**src/rtl/load_store_unit_if.sv**
```systemverilog
// Request/response and byte-memory signals of the load/store unit.
// slave = the unit itself; master = pipeline plus data memory.
interface load_store_unit_if #(
   parameter int unsigned ADDR_W = 64
);
   logic              req_valid;
   logic              req_ready;
   logic              req_write;
   logic [2:0]        req_funct3;
   logic [ADDR_W-1:0] req_addr;
   logic [63:0]       req_wdata;
   logic              resp_valid;
   logic              resp_err;
   logic [63:0]       resp_rdata;
   logic [ADDR_W-1:0] mem_addr;
   logic              mem_we;
   logic              mem_re;
   logic [7:0]        mem_wdata;
   logic [7:0]        mem_rdata;

   modport slave (
      input  req_valid, req_write, req_funct3, req_addr, req_wdata, mem_rdata,
      output req_ready, resp_valid, resp_err, resp_rdata,
             mem_addr, mem_we, mem_re, mem_wdata
   );

   modport master (
      output req_valid, req_write, req_funct3, req_addr, req_wdata, mem_rdata,
      input  req_ready, resp_valid, resp_err, resp_rdata,
             mem_addr, mem_we, mem_re, mem_wdata
   );
endinterface

```
**src/rtl/load_store_unit.sv**
```systemverilog
// MEM-stage load/store unit: sequences each request as 1/2/4/8 little-endian
// byte accesses and returns sign/zero-extended load data.
module load_store_unit #(
   parameter int unsigned ADDR_W = 64
) (
   input logic              clk,
   input logic              reset,
   load_store_unit_if.slave bus
);
   typedef enum logic [1:0] {IDLE, XFER, DONE} state_t;

   state_t            state, state_nxt;
   logic [ADDR_W-1:0] base_q;
   logic [63:0]       wdata_q, shreg_q, hold_q, ext, wsh;
   logic [2:0]        funct3_q, idx_q, size_m1;
   logic              write_q, err_q, illegal, last;

   assign illegal = bus.req_write ? bus.req_funct3[2] : (bus.req_funct3 == 3'b111);
   assign size_m1 = 3'((4'd1 << funct3_q[1:0]) - 4'd1);
   assign last    = (idx_q == size_m1);
   assign wsh     = wdata_q >> {idx_q, 3'b000};

   always_ff @(posedge clk or negedge reset) begin
      if (!reset) state <= IDLE;
      else        state <= state_nxt;
   end

   always_comb begin
      state_nxt     = state;
      bus.req_ready = 1'b0;
      bus.resp_valid = 1'b0;
      bus.resp_err  = 1'b0;
      bus.mem_addr  = '0;
      bus.mem_we    = 1'b0;
      bus.mem_re    = 1'b0;
      bus.mem_wdata = '0;
      case (state)
         IDLE: begin
            bus.req_ready = 1'b1;
            if (bus.req_valid) state_nxt = illegal ? DONE : XFER;
         end
         XFER: begin
            bus.mem_addr  = base_q + ADDR_W'(idx_q);
            bus.mem_we    = write_q;
            bus.mem_re    = !write_q;
            bus.mem_wdata = wsh[7:0];
            if (last) state_nxt = DONE;
         end
         DONE: begin
            bus.resp_valid = 1'b1;
            bus.resp_err   = err_q;
            state_nxt      = IDLE;
         end
         default: state_nxt = IDLE;
      endcase
   end

   always_comb begin
      ext = '0;
      if (!write_q && !err_q) begin
         case (funct3_q)
            3'b000:  ext = {{56{shreg_q[7]}},  shreg_q[7:0]};
            3'b001:  ext = {{48{shreg_q[15]}}, shreg_q[15:0]};
            3'b010:  ext = {{32{shreg_q[31]}}, shreg_q[31:0]};
            3'b011:  ext = shreg_q;
            3'b100:  ext = {56'd0, shreg_q[7:0]};
            3'b101:  ext = {48'd0, shreg_q[15:0]};
            3'b110:  ext = {32'd0, shreg_q[31:0]};
            default: ext = '0;
         endcase
      end
   end

   // Response data is live from the assembled bytes in DONE, then held.
   assign bus.resp_rdata = (state == DONE) ? ext : hold_q;

   always_ff @(posedge clk or negedge reset) begin
      if (!reset) begin
         base_q   <= '0;
         wdata_q  <= '0;
         shreg_q  <= '0;
         hold_q   <= '0;
         funct3_q <= '0;
         idx_q    <= '0;
         write_q  <= 1'b0;
         err_q    <= 1'b0;
      end else begin
         case (state)
            IDLE: begin
               if (bus.req_valid) begin
                  base_q   <= bus.req_addr;
                  wdata_q  <= bus.req_wdata;
                  funct3_q <= bus.req_funct3;
                  write_q  <= bus.req_write;
                  err_q    <= illegal;
                  idx_q    <= '0;
                  shreg_q  <= '0;
               end
            end
            XFER: begin
               if (!write_q) shreg_q[{idx_q, 3'b000} +: 8] <= bus.mem_rdata;
               idx_q <= idx_q + 3'd1;
            end
            DONE:    hold_q <= ext;
            default: ;
         endcase
      end
   end
endmodule

```
**src/flat_wrapper.sv**
```systemverilog
// flat-port wrapper written by rule: the top's interface ports become plain ports
module load_store_unit_flat 
#(
   parameter int unsigned ADDR_W = 64
)
  (clk, reset, bus_req_valid, bus_req_write, bus_req_funct3, bus_req_addr, bus_req_wdata, bus_mem_rdata, bus_req_ready, bus_resp_valid, bus_resp_err, bus_resp_rdata, bus_mem_addr, bus_mem_we, bus_mem_re, bus_mem_wdata);
  load_store_unit_if #(.ADDR_W(ADDR_W)) bus_i ();
  input logic clk;
  input logic reset;
  input wire logic [$bits(bus_i.req_valid)-1:0] bus_req_valid;
  input wire logic [$bits(bus_i.req_write)-1:0] bus_req_write;
  input wire logic [$bits(bus_i.req_funct3)-1:0] bus_req_funct3;
  input wire logic [$bits(bus_i.req_addr)-1:0] bus_req_addr;
  input wire logic [$bits(bus_i.req_wdata)-1:0] bus_req_wdata;
  input wire logic [$bits(bus_i.mem_rdata)-1:0] bus_mem_rdata;
  output wire logic [$bits(bus_i.req_ready)-1:0] bus_req_ready;
  output wire logic [$bits(bus_i.resp_valid)-1:0] bus_resp_valid;
  output wire logic [$bits(bus_i.resp_err)-1:0] bus_resp_err;
  output wire logic [$bits(bus_i.resp_rdata)-1:0] bus_resp_rdata;
  output wire logic [$bits(bus_i.mem_addr)-1:0] bus_mem_addr;
  output wire logic [$bits(bus_i.mem_we)-1:0] bus_mem_we;
  output wire logic [$bits(bus_i.mem_re)-1:0] bus_mem_re;
  output wire logic [$bits(bus_i.mem_wdata)-1:0] bus_mem_wdata;
  assign bus_i.req_valid = bus_req_valid;
  assign bus_i.req_write = bus_req_write;
  assign bus_i.req_funct3 = bus_req_funct3;
  assign bus_i.req_addr = bus_req_addr;
  assign bus_i.req_wdata = bus_req_wdata;
  assign bus_i.mem_rdata = bus_mem_rdata;
  assign bus_req_ready = bus_i.req_ready;
  assign bus_resp_valid = bus_i.resp_valid;
  assign bus_resp_err = bus_i.resp_err;
  assign bus_resp_rdata = bus_i.resp_rdata;
  assign bus_mem_addr = bus_i.mem_addr;
  assign bus_mem_we = bus_i.mem_we;
  assign bus_mem_re = bus_i.mem_re;
  assign bus_mem_wdata = bus_i.mem_wdata;
  load_store_unit #(.ADDR_W(ADDR_W)) u_core (.clk(clk), .reset(reset), .bus(bus_i));
endmodule
```
**config.mk**
```make
export PLATFORM = sky130hd
export DESIGN_NAME = load_store_unit_flat
export DESIGN_NICKNAME = d
export VERILOG_FILES = /design/src/rtl/load_store_unit_if.sv /design/src/rtl/load_store_unit.sv /design/src/flat_wrapper.sv
export SDC_FILE = /design/constraint.sdc
export NUM_CORES = 1
export LEC_CHECK = 0
export ABC_AREA = 1
export CAP_MARGIN = 5
export CORE_AREA = 5 5 181 148
export CTS_BUF_LIST = sky130_fd_sc_hd__clkbuf_16
export DETAILED_ROUTE_END_ITERATION = 10
export DIE_AREA = 0 0 186 153
export PLACE_DENSITY = 0.94
export RECOVER_POWER = 25
export SLEW_MARGIN = 20
export SYNTH_ARGS = -nofsm -noshare
export SYNTH_HDL_FRONTEND = slang
export SYNTH_SLANG_ARGS = --single-unit
```
**constraint.sdc**
```tcl
create_clock -name clk -period 6.2 [get_ports clk]
set_input_delay 1.24 -clock clk [delete_from_list [all_inputs] [get_ports clk]]
set_output_delay 1.24 -clock clk [all_outputs]
set_load 0.03 [all_outputs]
```
# Yosys cells after proc, flatten, opt, wreduce, memory -nomap -nowiden
# Index checks and enable logic that the tools add are counted.
# classes
mux	21
n_reduce_logical	10
n_addsub	4
shifts	4
n_eq_ne	13
# ops
operator	n
$pmux W64 S7	1
$mux W64	5
$pmux W64 S2	1
$add A64 B3 Y64	1
$bwmux W64	1
$shift A8 B8 Y64 const A	1
$shiftx A8 B8 Y64	1
$shr A64 B6 Y8	1
$eq A3 B3 Y1 const B	4
$mux W8	1
$neg A6 Y8	1
$eq A3 B2 Y1 const B	2
$mux W1	6
$mux W2	3
$pmux W3 S2	1
$reduce_and A2 Y1	3
$ne A2 B2 Y1 const B	2
$pmux W2 S2	1
$add A3 B1 Y3 const B	1
$eq A3 B1 Y1 const B	1
$eq A3 B3 Y1	1
$logic_not A3 Y1	1
$mux W3	1
$reduce_and A3 Y1	1
other kinds (9)	10
# word_totals
elab_cells	61
inputBits	143
output_inout_bits	141
regBits	266

# Depth between registers and ports, before layout
# logic_depth
word_depth	5
depth_mapped	14
depth_no_buf	13

# Least setup slack after synthesis
# Ideal clock, no wire load.
# synth_timing
path_kind	reg-to-output
from	register u_core.idx_q[1]
to	output bus_mem_addr[62]
t_arrival_ps	2526
required_ps	4960
path_slack_ps	2434
path_buffers	2
path_stages_with_launch	14
cell_sequence	dfrtp_1 -> buf_4 -> inv_1 -> clkbuf_1 -> fa_1 -> inv_1 -> nand3_1 -> nand2_1 -> nand2_1 -> nor2_1 -> nand2_1 -> o21bai_1 -> nand2_1 -> nor2_1
# synth_between
elab_chain_len	2
# synth_lines
item	line	source
from (decl)	load_store_unit.sv:15	logic [2:0] funct3_q, idx_q, size_m1;
from (signal assigned)	load_store_unit.sv:102	idx_q <= idx_q + 3'd1;
$add A64 B3 Y64	load_store_unit.sv:43	bus.mem_addr = base_q + ADDR_W'(idx_q);
$mux W64	load_store_unit.sv:37	case (state)
to (decl)	flat_wrapper.sv:20	output wire logic [$bits(bus_i.mem_addr)-1:0] bus_mem_addr;
# Every way passes these cells.

# Worst setup path in the final report
# layout_timing
from	register u_core.idx_q[1]
to	output bus_mem_addr[34]
# The elaborated chain is that of the path after synthesis.

==> flow_metrics.env <==
export IMPL_run_status="complete, but fails checks"
export IMPL_violations="capacitance limit, slew limit"
export IMPL_fin_ws_ns=0.9655
export IMPL_root_buffer="clkbuf_16"
export IMPL_yosys_area_share_xor_xnor_pct=1.496
export IMPL_grt_total_usage_pct=33.53
export IMPL_synth_edf_count=0
export IMPL_grt_max_degree=130
export IMPL_worst_pin_slew_ns=3.274
export IMPL_post_cts_buffers=0
export IMPL_ff2ff_setup_slack_ns=2.78
export IMPL_grt_setup_unrepaired="no"
export IMPL_hold_path_end="u_core.wdata_q[51]$_DFFE_PN0P_"
export IMPL_fin_crit_sh_pct=84.43
export IMPL_reg2reg_to="u_core.shreg_q[52]$_DFFE_PN0P_"
export IMPL_synth_top_family_by_area="simple AND/OR/NAND/NOR gates"
export IMPL_route_detailed_drc=0
export IMPL_postSynth_asyncResetShare_pct=100.0
export IMPL_rows=52
export IMPL_hpwl_um=36320
export IMPL_syn_area_per_cell_um2=7.324
export IMPL_crit_type="reg2out"
export IMPL_path_max_fanout=19
export IMPL_worstPathArrival_ns=3.99
export IMPL_relSlewSlack_pct=-118.3
export IMPL_post_drt_wl_per_cell_um=20.14
export IMPL_drv_slew=130
export IMPL_crit_path_end_kind="output pin"
export IMPL_worst_r2r_cell_count=10
export IMPL_synthAdderAreaFrac_pct=0.7989
export IMPL_core_area_um2=24850
export IMPL_setup_viol=0
export IMPL_ys_ff_latch=266
export IMPL_routabilityCongestion=1.006
export IMPL_drtIter0Drc=1988
export IMPL_wl_um=48900
export IMPL_first_global_vias=13247
export IMPL_final_nets=2236
export IMPL_clk_pin_slew_ns=0.07
export IMPL_place_ws_ns=1.611
export IMPL_muxShareOfSynthArea_pct=0
export IMPL_period_needed_ns=5.234
export IMPL_drv_cap=1
export IMPL_worstPathRequired_ns=4.96
export IMPL_r2r_start="u_core.idx_q[0]$_DFFE_PN0P_"
export IMPL_grt_overflow=0
export IMPL_ios=284
export IMPL_grt_pass1_wl_um=75070
export IMPL_yosys_area_share_simple_pct=29.57
export IMPL_die_w_um=186
export IMPL_clock_latency_ns=0.54
export IMPL_yosys_warnings=0
export IMPL_dr_pass1_iters=6
export IMPL_antenna_left=0
export IMPL_netlist_instances=1839
export IMPL_drive_gt1_share_pct=3.850
export IMPL_clkSinkCount=266
export IMPL_p_total_mw=8.916
export IMPL_fmax_ghz=0.1910
export IMPL_ctsLongestPathBuffers=3
export IMPL_hp_class="reg2reg"
export IMPL_synth_cell_area_um2=13470
export IMPL_seq_area_frac_synth_pct=49.42
export IMPL_fin_tns_setup_ns=0
export IMPL_dieArea_um2=28460
export IMPL_min_path_cells=2
export IMPL_synth_compound_area_share_pct=13.00
export IMPL_hold_viol=0
export IMPL_cts_buffers=27
export IMPL_power_density_nw_per_um2=512.9
export IMPL_antenna_cells=0
export IMPL_cts_tree="done"
export IMPL_start_util_pct=54.19
export IMPL_p_leak_nw=7.760
export IMPL_dieHeight_um=153
export IMPL_mostFrequentLayoutCells="684 x nand2_1, 282 x clkdlybuf4s50_1, 266 x dfrtp_1"
export IMPL_hold_buffers=0
export IMPL_antenna_found_initial=0
export IMPL_vias=13914
export IMPL_areaGrowthSynthToFinish_pct=29.07
export IMPL_routed_via_density=5.731
export IMPL_cts_resized=0
export IMPL_ir_worst_vdd_mv=0.2729
export IMPL_port_buffer_count=283
export IMPL_synth_ff_type="dfrtp_1"
export IMPL_syn_nets=1990
export IMPL_finalClockSkew_ns=0.009151
export IMPL_start_kind="flop"
export IMPL_min_from="u_core.wdata_q[51]$_DFFE_PN0P_"
export IMPL_final_common_cell="nand2_1"
export IMPL_ys_types=38
export IMPL_htreeDepth=1
## cell usage after synthesis (all sizes together) (4+ instances only)
cell type  number  share of area (%)
o22ai          24                1.1
o21bai          5               0.28
o21ai         223                8.4
dfrtp         266                 49
a31oi           4               0.19
xor2           16                1.0
a21oi          72                2.7
nand3          47                1.8
ha              7               0.65
xnor2           7               0.46
nand4          15               0.70
buf            36                1.3
nor3            5               0.19
nand2         689                 19
inv           114                3.2
clkbuf         42                1.2
nor2          251                7.2
## how the worst max path moves through the flow
stage	start	endpoint	slack, ns	cells after the start
finish	u_core.idx_q[1]$_DFFE_PN0P_	bus_mem_addr[34]	0.97	12
global route	u_core.idx_q[1]$_DFFE_PN0P_	bus_mem_addr[62]	0.66	12
CTS	u_core.idx_q[1]$_DFFE_PN0P_	bus_mem_addr[34]	1.03	12
detailed placement	u_core.idx_q[1]$_DFFE_PN0P_	bus_mem_addr[34]	1.61	12
global placement	u_core.idx_q[1]$_DFFE_PN0P_	bus_mem_addr[34]	1.72	12
floorplan	u_core.idx_q[1]$_DFFE_PN0P_	bus_mem_addr[62]	2.43	13
## sequential cells by signal, summed over array words and instances, names as in the netlist
register and cells:
u_core.shreg_q 64, u_core.state 2, u_core.idx_q 3, u_core.write_q 1, u_core.hold_q 64, u_core.wdata_q 64, u_core.base_q 64, u_core.funct3_q 3
u_core.err_q 1
## power by group
part | total, mW | switching [mW] | internal [mW]
Sequential | 3.01 | 0.602 | 2.41
Clock | 1.74 | 0.729 | 1.01
Combinational | 4.17 | 2.80 | 1.37
## logic make-up (layout without fill, tap and decap cells)
| logic type | after synthesis | in the layout |
|---|---|---|
| AOI/OAI and AO/OA | 334 | 334 |
| xor gates and xnor gates | 23 | 23 |
| adders and majority gates | 8 | 8 |
| buffers and inverters | 193 | 458 |
| DFF | 266 | 266 |
| and+or+nand+nor | 1015 | 1015 |
## final cells by class
| class | instances | area (µm²) |
|---|---|---|
| Timing Repair Buffer | 295 | 2915 |
| Inverter | 115 | 434.2 |
| Sequential cell | 266 | 6656 |
| Clock buffer | 27 | 675.6 |
| Multi-Input combinational cell | 1380 | 6050 |
| Clock inverter | 21 | 247.7 |
| Tap cell | 324 | 405.4 |
| Fill cell | 1948 | 7470 |
## per-stage QoR
stage	instances	instance area [µm²]	hold WS (ns)	utilization, %
after floorplan	1839	13470	0.4436	-
after global placement	2380	16470	0.4589	66.28
after detailed placement	2380	16470	0.4602	66.28
after CTS	2428	17400	0.4778	70.00
after global routing	2428	17380	0.5009	69.95
final	2428	17380	0.4775	69.95
## layer usage
metal	vias up	share of wire, %	GRT usage, %
met1	6649	44	51.17
met2	811	43	49.97
met3	107	9.5	5.678
met5	-	0	0
met4	0	3.2	8.741
li1	6347	-	-
## worst max-delay path, cell delays in order (launching register included)
cell and delay, ns:
dfrtp_1 0.35, inv_1 0.31, fa_1 0.55, inv_1 0.16, nand3_1 0.10, nand2_1 0.24
nand3_1 0.20, nor2_1 0.43, nand2_1 0.19, nand2_1 0.10, inv_1 0.04, nor2_1 0.10
clkdlybuf4s50_1 0.68
No activity file was read; power rests on OpenSTA's default activity.
